===== src/rtl/branch_unit_if.sv =====
// Bus between the EX stage / front end and branch_unit: EX operands,
// comparator flags, prediction lookup, redirect/flush and statistics.
interface branch_unit_if;
    logic [31:0] i_if_pc;
    logic        o_pred_taken;
    logic        i_ex_valid;
    logic        i_stall;
    logic        i_ex_branch;
    logic        i_ex_jump;
    logic [2:0]  i_ex_funct3;
    logic [31:0] i_ex_pc;
    logic [31:0] i_ex_target;
    logic        i_ex_pred_taken;
    logic        o_brUn;
    logic        i_brEq;
    logic        i_brLT;
    logic        o_redirect;
    logic [31:0] o_redirect_pc;
    logic        o_flush;
    logic [31:0] o_br_count;
    logic [31:0] o_mispredict_count;

    modport master (
        output i_if_pc, i_ex_valid, i_stall, i_ex_branch, i_ex_jump, i_ex_funct3,
               i_ex_pc, i_ex_target, i_ex_pred_taken, i_brEq, i_brLT,
        input  o_pred_taken, o_brUn, o_redirect, o_redirect_pc, o_flush,
               o_br_count, o_mispredict_count
    );

    modport slave (
        input  i_if_pc, i_ex_valid, i_stall, i_ex_branch, i_ex_jump, i_ex_funct3,
               i_ex_pc, i_ex_target, i_ex_pred_taken, i_brEq, i_brLT,
        output o_pred_taken, o_brUn, o_redirect, o_redirect_pc, o_flush,
               o_br_count, o_mispredict_count
    );
endinterface


===== src/rtl/branch_unit.sv =====
// EX-stage branch resolution: outcome, registered redirect + multi-cycle flush,
// statistics, and a 2-bit BHT that exists only when BRANCH_UNIT_BHT_EN is defined.
module branch_unit #(
    parameter int unsigned FLUSH_CYCLES = 2,
    parameter int unsigned BHT_BITS     = 4
) (
    input logic          i_clk,
    input logic          i_rst,
    branch_unit_if.slave bus
);
    localparam int unsigned CW = $clog2(FLUSH_CYCLES + 1);

    typedef enum logic {S_IDLE, S_FLUSH} state_t;

    state_t      r_state;
    logic [CW-1:0] r_flush_cnt;
    logic        r_redirect;
    logic [31:0] r_redirect_pc;
    logic        r_flush;
    logic [31:0] r_br_count;
    logic [31:0] r_mis_count;

    logic        w_taken;
    logic        w_cond_valid;
    logic        w_resolve;
    logic        w_is_br;
    logic        w_pred;
    logic        w_mispredict;
    logic        w_redirect_req;
    logic [31:0] w_redirect_pc;
    logic        w_unused;

    assign bus.o_brUn = (bus.i_ex_funct3[2:1] == 2'b11);

    always_comb begin
        w_taken      = 1'b0;
        w_cond_valid = 1'b1;
        case (bus.i_ex_funct3)
            3'b000:          w_taken = bus.i_brEq;
            3'b001:          w_taken = !bus.i_brEq;
            3'b100, 3'b110:  w_taken = bus.i_brLT;
            3'b101, 3'b111:  w_taken = !bus.i_brLT;
            default:         w_cond_valid = 1'b0;
        endcase
    end

    assign w_resolve = bus.i_ex_valid && !bus.i_stall && (r_state == S_IDLE)
                       && (bus.i_ex_branch || bus.i_ex_jump);
    // Jump wins when both qualifiers are set.
    assign w_is_br        = bus.i_ex_branch && !bus.i_ex_jump;
    assign w_mispredict   = w_is_br && (w_taken != w_pred);
    assign w_redirect_req = w_resolve && (bus.i_ex_jump || w_mispredict);
    assign w_redirect_pc  = (bus.i_ex_jump || w_taken) ? bus.i_ex_target
                                                       : bus.i_ex_pc + 32'd4;

`ifdef BRANCH_UNIT_BHT_EN
    logic [1:0]          r_bht [2**BHT_BITS];
    logic [BHT_BITS-1:0] w_ex_idx;
    logic [BHT_BITS-1:0] w_if_idx;
    logic                w_bht_we;

    assign w_ex_idx          = bus.i_ex_pc[BHT_BITS+1:2];
    assign w_if_idx          = bus.i_if_pc[BHT_BITS+1:2];
    assign w_bht_we          = w_resolve && w_is_br && w_cond_valid;
    assign w_pred            = bus.i_ex_pred_taken;
    assign bus.o_pred_taken  = r_bht[w_if_idx][1];
    assign w_unused          = ^{bus.i_if_pc[31:BHT_BITS+2], bus.i_if_pc[1:0]};

    always_ff @(posedge i_clk or posedge i_rst) begin
        if (i_rst) begin
            for (int unsigned i = 0; i < 2**BHT_BITS; i++) r_bht[i] <= 2'b01;
        end else if (w_bht_we) begin
            if (w_taken) begin
                if (r_bht[w_ex_idx] != 2'b11) r_bht[w_ex_idx] <= r_bht[w_ex_idx] + 2'd1;
            end else begin
                if (r_bht[w_ex_idx] != 2'b00) r_bht[w_ex_idx] <= r_bht[w_ex_idx] - 2'd1;
            end
        end
    end
`else
    assign w_pred           = 1'b0;
    assign bus.o_pred_taken = 1'b0;
    assign w_unused         = ^{bus.i_if_pc, bus.i_ex_pred_taken, w_cond_valid};
`endif

    always_ff @(posedge i_clk or posedge i_rst) begin
        if (i_rst) begin
            r_state       <= S_IDLE;
            r_flush_cnt   <= '0;
            r_redirect    <= 1'b0;
            r_redirect_pc <= '0;
            r_flush       <= 1'b0;
            r_br_count    <= '0;
            r_mis_count   <= '0;
        end else begin
            r_redirect <= 1'b0;
            case (r_state)
                S_IDLE: begin
                    if (w_resolve && w_is_br) begin
                        r_br_count <= r_br_count + 32'd1;
                        if (w_mispredict) r_mis_count <= r_mis_count + 32'd1;
                    end
                    if (w_redirect_req) begin
                        r_redirect    <= 1'b1;
                        r_redirect_pc <= w_redirect_pc;
                        r_flush       <= 1'b1;
                        r_flush_cnt   <= CW'(FLUSH_CYCLES);
                        r_state       <= S_FLUSH;
                    end
                end
                S_FLUSH: begin
                    r_flush_cnt <= r_flush_cnt - CW'(1);
                    if (r_flush_cnt == CW'(1)) begin
                        r_flush <= 1'b0;
                        r_state <= S_IDLE;
                    end
                end
                default: r_state <= S_IDLE;
            endcase
        end
    end

    assign bus.o_redirect         = r_redirect;
    assign bus.o_redirect_pc      = r_redirect_pc;
    assign bus.o_flush            = r_flush;
    assign bus.o_br_count         = r_br_count;
    assign bus.o_mispredict_count = r_mis_count;
endmodule


===== src/flat_wrapper.sv =====
// flat-port wrapper written by rule: the top's interface ports become plain ports
module branch_unit_flat 
#(
    parameter int unsigned FLUSH_CYCLES = 2,
    parameter int unsigned BHT_BITS     = 4
)
  (i_clk, i_rst, bus_i_if_pc, bus_i_ex_valid, bus_i_stall, bus_i_ex_branch, bus_i_ex_jump, bus_i_ex_funct3, bus_i_ex_pc, bus_i_ex_target, bus_i_ex_pred_taken, bus_i_brEq, bus_i_brLT, bus_o_pred_taken, bus_o_brUn, bus_o_redirect, bus_o_redirect_pc, bus_o_flush, bus_o_br_count, bus_o_mispredict_count);
  branch_unit_if bus_i ();
  input logic i_clk;
  input logic i_rst;
  input wire logic [$bits(bus_i.i_if_pc)-1:0] bus_i_if_pc;
  input wire logic [$bits(bus_i.i_ex_valid)-1:0] bus_i_ex_valid;
  input wire logic [$bits(bus_i.i_stall)-1:0] bus_i_stall;
  input wire logic [$bits(bus_i.i_ex_branch)-1:0] bus_i_ex_branch;
  input wire logic [$bits(bus_i.i_ex_jump)-1:0] bus_i_ex_jump;
  input wire logic [$bits(bus_i.i_ex_funct3)-1:0] bus_i_ex_funct3;
  input wire logic [$bits(bus_i.i_ex_pc)-1:0] bus_i_ex_pc;
  input wire logic [$bits(bus_i.i_ex_target)-1:0] bus_i_ex_target;
  input wire logic [$bits(bus_i.i_ex_pred_taken)-1:0] bus_i_ex_pred_taken;
  input wire logic [$bits(bus_i.i_brEq)-1:0] bus_i_brEq;
  input wire logic [$bits(bus_i.i_brLT)-1:0] bus_i_brLT;
  output wire logic [$bits(bus_i.o_pred_taken)-1:0] bus_o_pred_taken;
  output wire logic [$bits(bus_i.o_brUn)-1:0] bus_o_brUn;
  output wire logic [$bits(bus_i.o_redirect)-1:0] bus_o_redirect;
  output wire logic [$bits(bus_i.o_redirect_pc)-1:0] bus_o_redirect_pc;
  output wire logic [$bits(bus_i.o_flush)-1:0] bus_o_flush;
  output wire logic [$bits(bus_i.o_br_count)-1:0] bus_o_br_count;
  output wire logic [$bits(bus_i.o_mispredict_count)-1:0] bus_o_mispredict_count;
  assign bus_i.i_if_pc = bus_i_if_pc;
  assign bus_i.i_ex_valid = bus_i_ex_valid;
  assign bus_i.i_stall = bus_i_stall;
  assign bus_i.i_ex_branch = bus_i_ex_branch;
  assign bus_i.i_ex_jump = bus_i_ex_jump;
  assign bus_i.i_ex_funct3 = bus_i_ex_funct3;
  assign bus_i.i_ex_pc = bus_i_ex_pc;
  assign bus_i.i_ex_target = bus_i_ex_target;
  assign bus_i.i_ex_pred_taken = bus_i_ex_pred_taken;
  assign bus_i.i_brEq = bus_i_brEq;
  assign bus_i.i_brLT = bus_i_brLT;
  assign bus_o_pred_taken = bus_i.o_pred_taken;
  assign bus_o_brUn = bus_i.o_brUn;
  assign bus_o_redirect = bus_i.o_redirect;
  assign bus_o_redirect_pc = bus_i.o_redirect_pc;
  assign bus_o_flush = bus_i.o_flush;
  assign bus_o_br_count = bus_i.o_br_count;
  assign bus_o_mispredict_count = bus_i.o_mispredict_count;
  branch_unit #(.FLUSH_CYCLES(FLUSH_CYCLES), .BHT_BITS(BHT_BITS)) u_core (.i_clk(i_clk), .i_rst(i_rst), .bus(bus_i));
endmodule

===== config.mk =====
export PLATFORM = sky130hd
export DESIGN_NAME = branch_unit_flat
export DESIGN_NICKNAME = d
export VERILOG_FILES = /design/src/rtl/branch_unit_if.sv /design/src/rtl/branch_unit.sv /design/src/flat_wrapper.sv
export SDC_FILE = /design/constraint.sdc
export NUM_CORES = 1
export LEC_CHECK = 0
export CORE_AREA = 2 2 106 108
export CTS_CLUSTER_DIAMETER = 100
export CTS_CLUSTER_SIZE = 10
export DETAILED_ROUTE_END_ITERATION = 12
export DIE_AREA = 0 0 108 110
export PLACE_DENSITY = 0.8
export SKIP_LAST_GASP = 1
export SLEW_MARGIN = 20
export SYNTH_ARGS = -nofsm -noshare
export SYNTH_HDL_FRONTEND = slang
export SYNTH_SLANG_ARGS = --single-unit

===== constraint.sdc =====
create_clock -name i_clk -period 4.1 [get_ports i_clk]
set_clock_uncertainty 0.15 [all_clocks]
set_input_delay 1.025 -clock i_clk [delete_from_list [all_inputs] [get_ports i_clk]]
set_output_delay 1.025 -clock i_clk [all_outputs]
set_load 0.02 [all_outputs]

# Word-level counts from Yosys, hierarchy flattened
# Index checks and enable logic that the tools add are counted.
[op_classes] bitwise_logic=1 n_eq_ne=9 reduce_logical=21 n_addsub=4 muxes=11
[ops] operator="adder 32 x 1 -> 32 bit, second input constant" n=2
[ops] operator="adder 32 x 3 -> 32 bit, second input constant" n=1
[ops] operator="2-to-1 mux 32 bit" n=1
[ops] operator="== test 3 bit, second input constant" n=4
[ops] operator="logical AND 1 bit" n=7
[ops] operator="AND reduction 2 bit" n=3
[ops] operator="2-to-1 mux 1 bit" n=5
[ops] operator="zero test 1 bit" n=4
[ops] operator="case mux 1 bit (2 select lines)" n=2
[ops] operator="case mux 1 bit (4 select lines)" n=1
[ops] operator="case mux 2 bit (2 select lines)" n=1
[ops] operator="OR reduction 2 bit" n=2
[ops] operator="== test 3 x 1 -> 1 bit, second input constant" n=1
[ops] operator="zero test 3 bit" n=1
[ops] operator="logical OR 1 bit" n=3
[ops] operator="AND reduction 3 bit" n=1
[ops] operator="== test 2 x 1 -> 1 bit, second input constant" n=1
[ops] operator="== test 2 bit, second input constant" n=1
[ops] operator="2-to-1 mux 2 bit" n=1
[ops] operator="!= test 2 x 1 -> 1 bit, second input constant" n=1
[ops] operator="!= test 2 bit, second input constant" n=1
[ops] operator="subtractor 2 x 1 -> 2 bit, second input constant" n=1
[ops] operator="NOT 1 bit" n=1
[word_totals] ff_bits=101 wordCells=53

# Logic depth before layout (Yosys ltp)
[depth] ltp_word=8 ltp_mapped=7

# Least setup slack after synthesis
# No wires, ideal clock.
[synth_timing] kind="input-to-reg" start="input port bus_i_ex_valid" end="register u_core.r_mis_count[25] (netlist: u_core.bus.o_mispredict_count[25])" arrival_time_ns=2.538 cell_stages=6 path_slack_ns=1.333 setup_time_ns=0.080 path_buffers=1 path_cell_list="nor3b_4 > nand3b_4 > or4_4 > buf_6 > nor4_4 > xor2_1"
[synth_via] elab_chain_len=5
[synth_rtl] item="start, declared" line_no="flat_wrapper.sv:12" text="input wire logic [$bits(bus_i.i_ex_valid)-1:0] bus_i_ex_valid;"
[synth_rtl] item="logical AND 1 bit (2 in series)" line_no="branch_unit.sv:47" text="assign w_resolve = bus.i_ex_valid && !bus.i_stall && (r_state == S_IDLE)"
[synth_rtl] item="logical AND 1 bit" line_no="branch_unit.sv:48" text="&& (bus.i_ex_branch || bus.i_ex_jump);"
[synth_rtl] item="logical AND 1 bit" line_no="branch_unit.sv:99" text="if (w_resolve && w_is_br) begin"
[synth_rtl] item="AND reduction 3 bit (no source line)"
[synth_rtl] item="end signal, assigned" line_no="branch_unit.sv:101" text="if (w_mispredict) r_mis_count <= r_mis_count + 32'd1;"
[synth_rtl] item="end, declared" line_no="branch_unit.sv:21" text="logic [31:0] r_mis_count;"
# No other way between the ends.
# A chain may end at the register's enable or synchronous reset.

# Final worst setup path
[layout_timing] start="input port bus_i_ex_funct3[2]" end="output port bus_o_brUn"
[layout_via] elab_chain_len=1
[layout_rtl] item="start, declared" line_no="flat_wrapper.sv:16" text="input wire logic [$bits(bus_i.i_ex_funct3)-1:0] bus_i_ex_funct3;"
[layout_rtl] item="== test 2 bit" line_no="branch_unit.sv:33" text="assign bus.o_brUn = (bus.i_ex_funct3[2:1] == 2'b11);"
[layout_rtl] item="end, declared" line_no="flat_wrapper.sv:23" text="output wire logic [$bits(bus_i.o_brUn)-1:0] bus_o_brUn;"
# No other way between the ends.

==> out/metrics.yaml <==
synth_area_leaders: "dfrtp_1 (58%), xnor2_1 (8.9%), mux2_2 (8.8%), xor2_1 (4.0%), nand4_1 (2.7%)"
netlist_top_cells_count: "dfrtp_1 (101), xnor2_1 (44), mux2_2 (34)"
synth_cell_type_count: 37
start_kind: "input port"
placementRows: 38
maxCapViolations: 0
die_w_microns: 108
ir_drop_mv: 0.382
worst_pin_slew_ns: 0.710
grt_pass1_wl_microns: 16200
area_growth_pct: 41.3
viasPerCell: 4.93
post_layout_nonfiller_instances: 635
synth-edff-count: 0
critPathBufInv: 2
track_usage_pct: 17.7
finalCritPeriodShare_pct: 83.1
cp_common_cell: "clkdlybuf4s50_1"
synthesis.area_sq_um: 4330
hold_viol: 0
finalInstanceArea_sq_um: 6120
ys_seq_area_share_pct: 58.3
dr.pass1.iters: 4
synth_nets: 452
vias: 3133
drt_iter0_drc: 101
required_ns: 2.92
setup_viol: 0
p_comb_share_pct: 34.2
overflow: 0
relSlewSlack_pct: 52.3
grt_antenna_before_repair: 0
initial_utilization_pct: 40.5
tns_ns: 0
outcome: "complete, no violations"
core_area_sq_um: 10700
hold_buffers: 0
worstSetupEndpointType: "primary output"
place_area_sq_um: 5930
clk_path_buf_depth: 2
cp_max_fo: 3
htreeDepth: 3
dpl.cell_count: 619
grt_start_max_net_pins: 58
first_global_vias: 3216
post-route-util_pct: 57.2
rsz0062_at_grt: "false"
arrival_ns: 2.23
cp_slowest_stage_delay_ns: 0.59
avgSynthCellArea_sq_um: 12.7
power_density_nw_per_um2: 491
critPathTopFamily: "buffers and inverters"
place_congestion: 0.848
crit_chain: "clkdlybuf4s50_1 > and2_1 > clkdlybuf4s50_1"
drive_gt1_share_pct: 12.7
clock_latency_ns: 0.37
ant_nets: 0
drc: 0
finalWirelength_microns: 9920
leakagePower_nw: 2.65
ys_seq_elements: 101
min_path_type: "reg -> reg"
cts_tree: "built"
seqPwrFrac_pct: 44.8
synth_warnings: 0
synth.top_cell.area_share_pct: 58.3
synth_ff_type: "dfrtp_1"
post_cts_buffers: 0
wl_per_cell_microns: 15.6
clkTransAtPathRegs_ns: 0.10
cts_root_buf: "clkbuf_8"
power_switching_share_pct: 32.3
fmax_mhz: 294
slowest_stage: "clkdlybuf4s50_1"
clkPwrFrac_pct: 21.0
min_period_ns: 3.41
cts_resized: 0
port_buffers: 141
hold_slack_ns: 0.335
drv_slew: 0
syn_inst: 341
nNetsFinal: 601
die_area_sq_um: 11900
cts_sinks: 101
dp_hpwl_microns: 7180
diodes: 0
die_y_microns: 110
switching_power_uw: 972
ys_async_sr_fraction_pct: 100
p_int_mw: 2.03
cts_buffers: 9
crit_type: "in -> out"
yosysTopAreaCell: "dfrtp_1"
yosysMostFrequentCell: "dfrtp_1"
ios: 208
logic make-up (layout without fill, tap and decap cells):
family	after synthesis	after routing	synth area share, %
adders and majority gates	3	3	0.867
buffers and inverters	15	169	1.68
DFF	101	101	58.3
other	1	1	0.0866
and+or+nand+nor	117	117	16.2
AOI/OAI and AO/OA	6	6	1.04
muxes	34	34	8.84
xor gates and xnor gates	64	64	12.9
cells in the final DEF, fill, tap and decap left out, drive strengths merged, types with 10 or more instances in the layout:
master / n
clkdlybuf4s50: 141
nand3: 22
nand4: 19
xor2: 20
nand2: 21
xnor2: 44
nor2: 13
mux2: 34
clkbuf: 10
dfrtp: 101
metal layers:
| metal | routed length, microns | track usage, % | up-vias | part of all wire [%] |
|---|---|---|---|---|
| li1 | - | - | 1477 | - |
| met1 | 4230 | 22.0 | 1550 | 43 |
| met2 | 4790 | 28.5 | 93 | 48 |
| met3 | 728 | 6.23 | 13 | 7.3 |
| met4 | 164 | 6.59 | 0 | 1.7 |
| met5 | 0 | 0 | - | 0 |
power by group through the flow:
stage          sequential, mW  clock, mW  combinational, mW
6_report                 1.35      0.632               1.03
5_1_grt                  1.38      0.685               1.10
4_1_cts                  1.35      0.648               1.04
3_5_place_dp             1.36          0               1.04
3_3_place_gp             1.35          0               1.02
2_1_floorplan            1.59          0              0.274
cell type report:
class / count / area, sq um
fillers: 906 / 4580
flip-flops and latches: 101 / 2530
multi-input cells: 225 / 1740
repair buffers: 146 / 1460
well taps: 140 / 175
clock buffers: 10 / 128
clock inverters: 6 / 63.8
inverters: 7 / 28.8
per-stage QoR:
step	power, mW	worst slack (ns)
floorplan	1.86	0.278
global placement	2.37	0.622
detailed placement	2.40	0.573
CTS	3.04	0.691
global route	3.16	0.617
finish	3.01	0.694
state kept, by name, summed over array words and instances, names as in the netlist:
register / cells
u_core.bus.o_mispredict_count: 32
u_core.bus.o_flush: 1
u_core.r_flush_cnt: 2
u_core.bus.o_redirect_pc: 32
u_core.bus.o_redirect: 1
u_core.r_state: 1
u_core.bus.o_br_count: 32
path summary, 6_finish.rpt:
| path | startpoint | end | slack (ns) | cells past startpoint |
|---|---|---|---|---|
| max in group asynchronous | i_rst | u_core.bus.o_redirect_pc[14] | 2.19 | 3 |
| min in group asynchronous | i_rst | u_core.bus.o_redirect_pc[20] | 0.91 | 2 |
| setup reg to reg | u_core.r_state | u_core.bus.o_mispredict_count[29] | 1.59 | 5 |
| setup / recovery | bus_i_ex_funct3[2] | bus_o_brUn | 0.69 | 3 |
| hold reg to reg | u_core.bus.o_br_count[31] | u_core.bus.o_br_count[31] | 0.34 | 1 |
| hold / removal | u_core.bus.o_br_count[31] | u_core.bus.o_br_count[31] | 0.34 | 1 |
No activity file was read; power rests on OpenSTA's default activity.
==> RTL change 1 (same flow settings) <==
The option `BRANCH_UNIT_BHT_EN` is turned on by a define.
--- a/src/rtl/branch_unit.sv
+++ b/src/rtl/branch_unit.sv
@@ -1,4 +1,6 @@
 // EX-stage branch resolution: outcome, registered redirect + multi-cycle flush,
 // statistics, and a 2-bit BHT that exists only when BRANCH_UNIT_BHT_EN is defined.
+`define BRANCH_UNIT_BHT_EN
+
 module branch_unit #(
     parameter int unsigned FLUSH_CYCLES = 2,
Behaviour: not the same (Yosys sat finds a counterexample within 4 cycles, from zero or initial values and one cycle with i_rst high).
==> RTL change 1 against the original RTL <==
  * Via count up 92%
  * Area after synthesis rose by 61%
  * Total power increased by 48%
  * Synthesized cell count increased by 91%
  * Largest power group unchanged
  * Sequential cell count up 32
  * Global-route usage is 17 points higher
  * Cell area is 57% higher
  * Worst hold slack lost 0.013 ns
  * Critical path depth rose by 1
  * Sequential power is 27% higher
  * Wire length grew 100%
  * Cell count up 57%
  * Worst setup slack worse by 0.47 ns
  * Critical path type unchanged
==> RTL change 1: results (changes against the original RTL) <==
[drt]
top_layer = met4
routed_wl_mm = 20.1  ; +100%
drtPass1Iterations = 6  ; +2
route.met3.wl_mm = 1.41  ; +94%
routed-wl-met2_mm = 10.5  ; +120%
num_vias = 6013  ; +92%
wl_met1_mm = 7.61  ; +80%
drtIter0Drc = 540  ; +430%

[finish]
final-seq-area_um2 = 3350  ; +32%
drive_gt1_share_pct = 14.3  ; +1.6 points
multiInputGateArea_um2 = 3460  ; +99%
fillCellCount = 462  ; -49%
design.seq.count = 133  ; +32%
multi_input_cells = 476  ; +110%
area.growth.synth_to_final_pct = 37.3
clock_buffers = 18  ; +8
n_all_buffers = 198  ; +36%
clkCellAreaFrac_pct = 5.95  ; +2.8 points
fin_cells = 994  ; +57%
nNonClkInverters = 15  ; +8

[timing]
tightest_slew_ns = 0.706  ; -0.00376 ns

[placed_design]
place_area_um2 = 9010  ; +52%
dp.cells = 962  ; +55%
dp_slack_ns = -0.321  ; -0.894 ns
place_congestion = 0.900  ; +6.2%
dp_hpwl_mm = 13.3  ; +85%

[logic_synthesis]
yosysSeqAreaShare_pct = 48.0  ; -10 points
muxShareOfSynthArea_pct = 10.9  ; +2.1 points
synth.distinct_cells = 48  ; +30%
synth_compound_area_share_pct = 5.97  ; +4.9 points
synthXorXnorAreaFrac_pct = 11.9  ; -1.0 points
netlist_top_cells_count = dfrtp_1 (117), nand2_1 (84), xnor2_1 (67)
yosys-top-cells-area = dfrtp_1 (42%), xnor2_1 (8.4%), dfstp_2 (6.0%)
avgSynthCellArea_um2 = 10.7  ; -16%
synth_fp_nets = 770  ; +70%
synthAdderAreaFrac_pct = 1.61  ; +0.75 points

[power]
switching_share_pct = 32.3  ; about the same
p_seq_share_pct = 38.5  ; -6.3 points
combPwrFrac_pct = 27.6  ; -6.6 points
p_sw_mw = 1.43  ; +48%
peakVddDrop_mv = 0.380  ; -0.50%
p_leak_nw = 4.12  ; +55%

[clock_network]
clock_path_buffers = 2  ; unchanged
path_clk_slew_ns = 0.07  ; -0.03 ns
clkLatencyLatePin_ns = 0.55  ; +0.18 ns
post_cts_resized = 2  ; +2

[global_route]
grt_use_met2_pct = 60.5  ; +32 points
grt_pass1_vias = 6268  ; +95%
grt_pass1_wl_mm = 31.7  ; +96%
grtUsageMet1_pct = 41.4  ; +19 points
grt_use_met3_pct = 10.2  ; +3.9 points
grt_start_max_net_pins = 134  ; +130%

[status]
status = completed

[worst_setup_path]
max_stage_delay_ns = 0.56  ; -0.03 ns
worstReg2RegStart = u_core.r_bht[1]
worstReg2RegEnd = u_core.r_bht[21]
ff2ff_path_depth = 7  ; +2
worst-path-max-fanout = 4  ; +1
ff2ff_setup_slack_ns = 1.06  ; -0.53 ns
arrival_ns = 2.70  ; +0.47 ns

-- RTL change 1: cell types whose count changed after synthesis, moves of 13 or more --
cell	change
dfrtp_1	+16
nand2_1	+64
clkbuf_1	+13
a21oi_1	+13
nor2_1	+20
and3_1	+13
xnor2_1	+23
dfstp_2	+16
nand3_1	+28
o21ai_0	+24
mux4_2	+14
-- RTL change 1: worst max-delay path by stage --
| stage | start | to | slack [ns] | cells past startpoint |
|---|---|---|---|---|
| after CTS | bus_i_ex_pc[2] | u_core.r_bht[31] | 0.21 | 8 |
| after global placement | bus_i_if_pc[2] | bus_o_pred_taken | -0.28 | 4 |
| final | bus_i_if_pc[3] | bus_o_pred_taken | 0.22 | 4 |
| after detailed placement | bus_i_ex_pc[2] | u_core.r_bht[31] | -0.32 | 8 |
| after global routing | bus_i_if_pc[2] | bus_o_pred_taken | 0.15 | 4 |
| after floorplan | bus_i_ex_pc[2] | u_core.r_bht[17] | 0.28 | 12 |
==> RTL change 2 (same flow settings) <==
Made on the original files. `FLUSH_CYCLES` is set to 2 in 2 places; all go to 1.
--- a/src/rtl/branch_unit.sv
+++ b/src/rtl/branch_unit.sv
@@ -2,5 +2,5 @@
 // statistics, and a 2-bit BHT that exists only when BRANCH_UNIT_BHT_EN is defined.
 module branch_unit #(
-    parameter int unsigned FLUSH_CYCLES = 2,
+    parameter int unsigned FLUSH_CYCLES = 1,
     parameter int unsigned BHT_BITS     = 4
 ) (
--- a/src/flat_wrapper.sv
+++ b/src/flat_wrapper.sv
@@ -2,5 +2,5 @@
 module branch_unit_flat 
 #(
-    parameter int unsigned FLUSH_CYCLES = 2,
+    parameter int unsigned FLUSH_CYCLES = 1,
     parameter int unsigned BHT_BITS     = 4
 )
Check against the original RTL: not equivalent (a bounded check fails within 4 cycles, from zero or initial values and one cycle with i_rst high).
==> RTL change 2 against the original RTL <==
  * Cell area down 0.25%
  * Wire length down 2.1%
  * Area after synthesis down 1.2%
  * Core utilization down 0.14 points
  * Total power down 14%
  * Sequential cell count down 1
  * Worst setup slack worse by 0.022 ns
  * Sequential share of layout area down 0.31 points
  * Die area unchanged
==> RTL change 2: results (changes against the original RTL) <==
[status]
status = completed

[finish]
fillCellCount = 878  ; -3.1%
drive_gt1_share_pct = 12.7  ; +0.022 points
multiInputGateArea_um2 = 1710  ; -1.7%
multi_input_area_share_pct = 28.0  ; -0.42 points
clock_buffers = 11  ; +1
nNonClkInverters = 9  ; +2
final_nets = 607  ; +1.0%
final-seq-area_um2 = 2500  ; -0.99%
fin_cells = 642  ; +1.1%
clkCellAreaFrac_pct = 3.46  ; +0.34 points

[power]
combPwrFrac_pct = 27.5  ; -6.7 points
peakVddDrop_mv = 0.226  ; -41%
switching_share_pct = 29.6  ; -2.7 points
power.share.clock_pct = 25.4  ; +4.4 points
p_leak_nw = 2.58  ; -2.6%

[placed_design]
dp.cells = 626  ; +1.1%
dp_hpwl_mm = 7.07  ; -1.6%
dp_slack_ns = 0.541  ; -0.0321 ns
place_congestion = 0.736  ; -13%

[logic_synthesis]
netlist_top_cells_count = dfrtp_1 (100), xnor2_1 (50), mux2_2 (33)
yosysSeqAreaShare_pct = 58.5  ; +0.13 points
synth_fp_nets = 458  ; +1.3%
synth.distinct_cells = 35  ; -5.4%
yosys-top-cells-area = dfrtp_1 (58%), xnor2_1 (10%), mux2_2 (8.7%)

[worst_setup_path]
worstReg2RegEnd = u_core.bus.o_mispredict_count[10]
arrival_ns = 2.25  ; +0.02 ns
ff2ff_setup_slack_ns = 1.62  ; +0.03 ns

[hold_path]
holdCritStartpoint = u_core.bus.o_mispredict_count[31]
whs_endpoint = u_core.bus.o_mispredict_count[31]

[drt]
route.met3.wl_um = 740  ; +1.6%
drtIter0Drc = 86  ; -15%
wl_met1_mm = 4.12  ; -2.8%

[global_route]
grt_pass1_vias = 3129  ; -2.7%
grt_use_met3_pct = 5.35  ; -0.88 points
globalRouteTotalUtil_pct = 16.4  ; -1.3 points

[timing]
hold_ws_ns = 0.327  ; -0.00799 ns
tightest_slew_ns = 0.787  ; +0.0776 ns
finalCritPeriodShare_pct = 83.6  ; +0.55 points

==> RTL change 2: cell count changes after synthesis, sizes merged, moves of 2 or more <==
cell    unedited run  this run
nor2              13        17
nand3             22        27
nor3               5         8
and4               6         3
xnor2             44        50
inv                7         9
and2               6         2
nand2             21        28
xor2              20        15
nor4               7         3
nand4             19        23
nand2b             3         1
==> RTL change 2: cells by family after synthesis <==
kind of cell / after synthesis / share of synthesized area, %
and+or+nand+nor: 127 / 16.5
DFF: 100 / 58.5
xor gates and xnor gates: 65 / 13.3
muxes: 33 / 8.68
buffers and inverters: 17 / 1.87
AOI/OAI and AO/OA: 3 / 0.468
adders and majority gates: 2 / 0.585
other: 1 / 0.0876
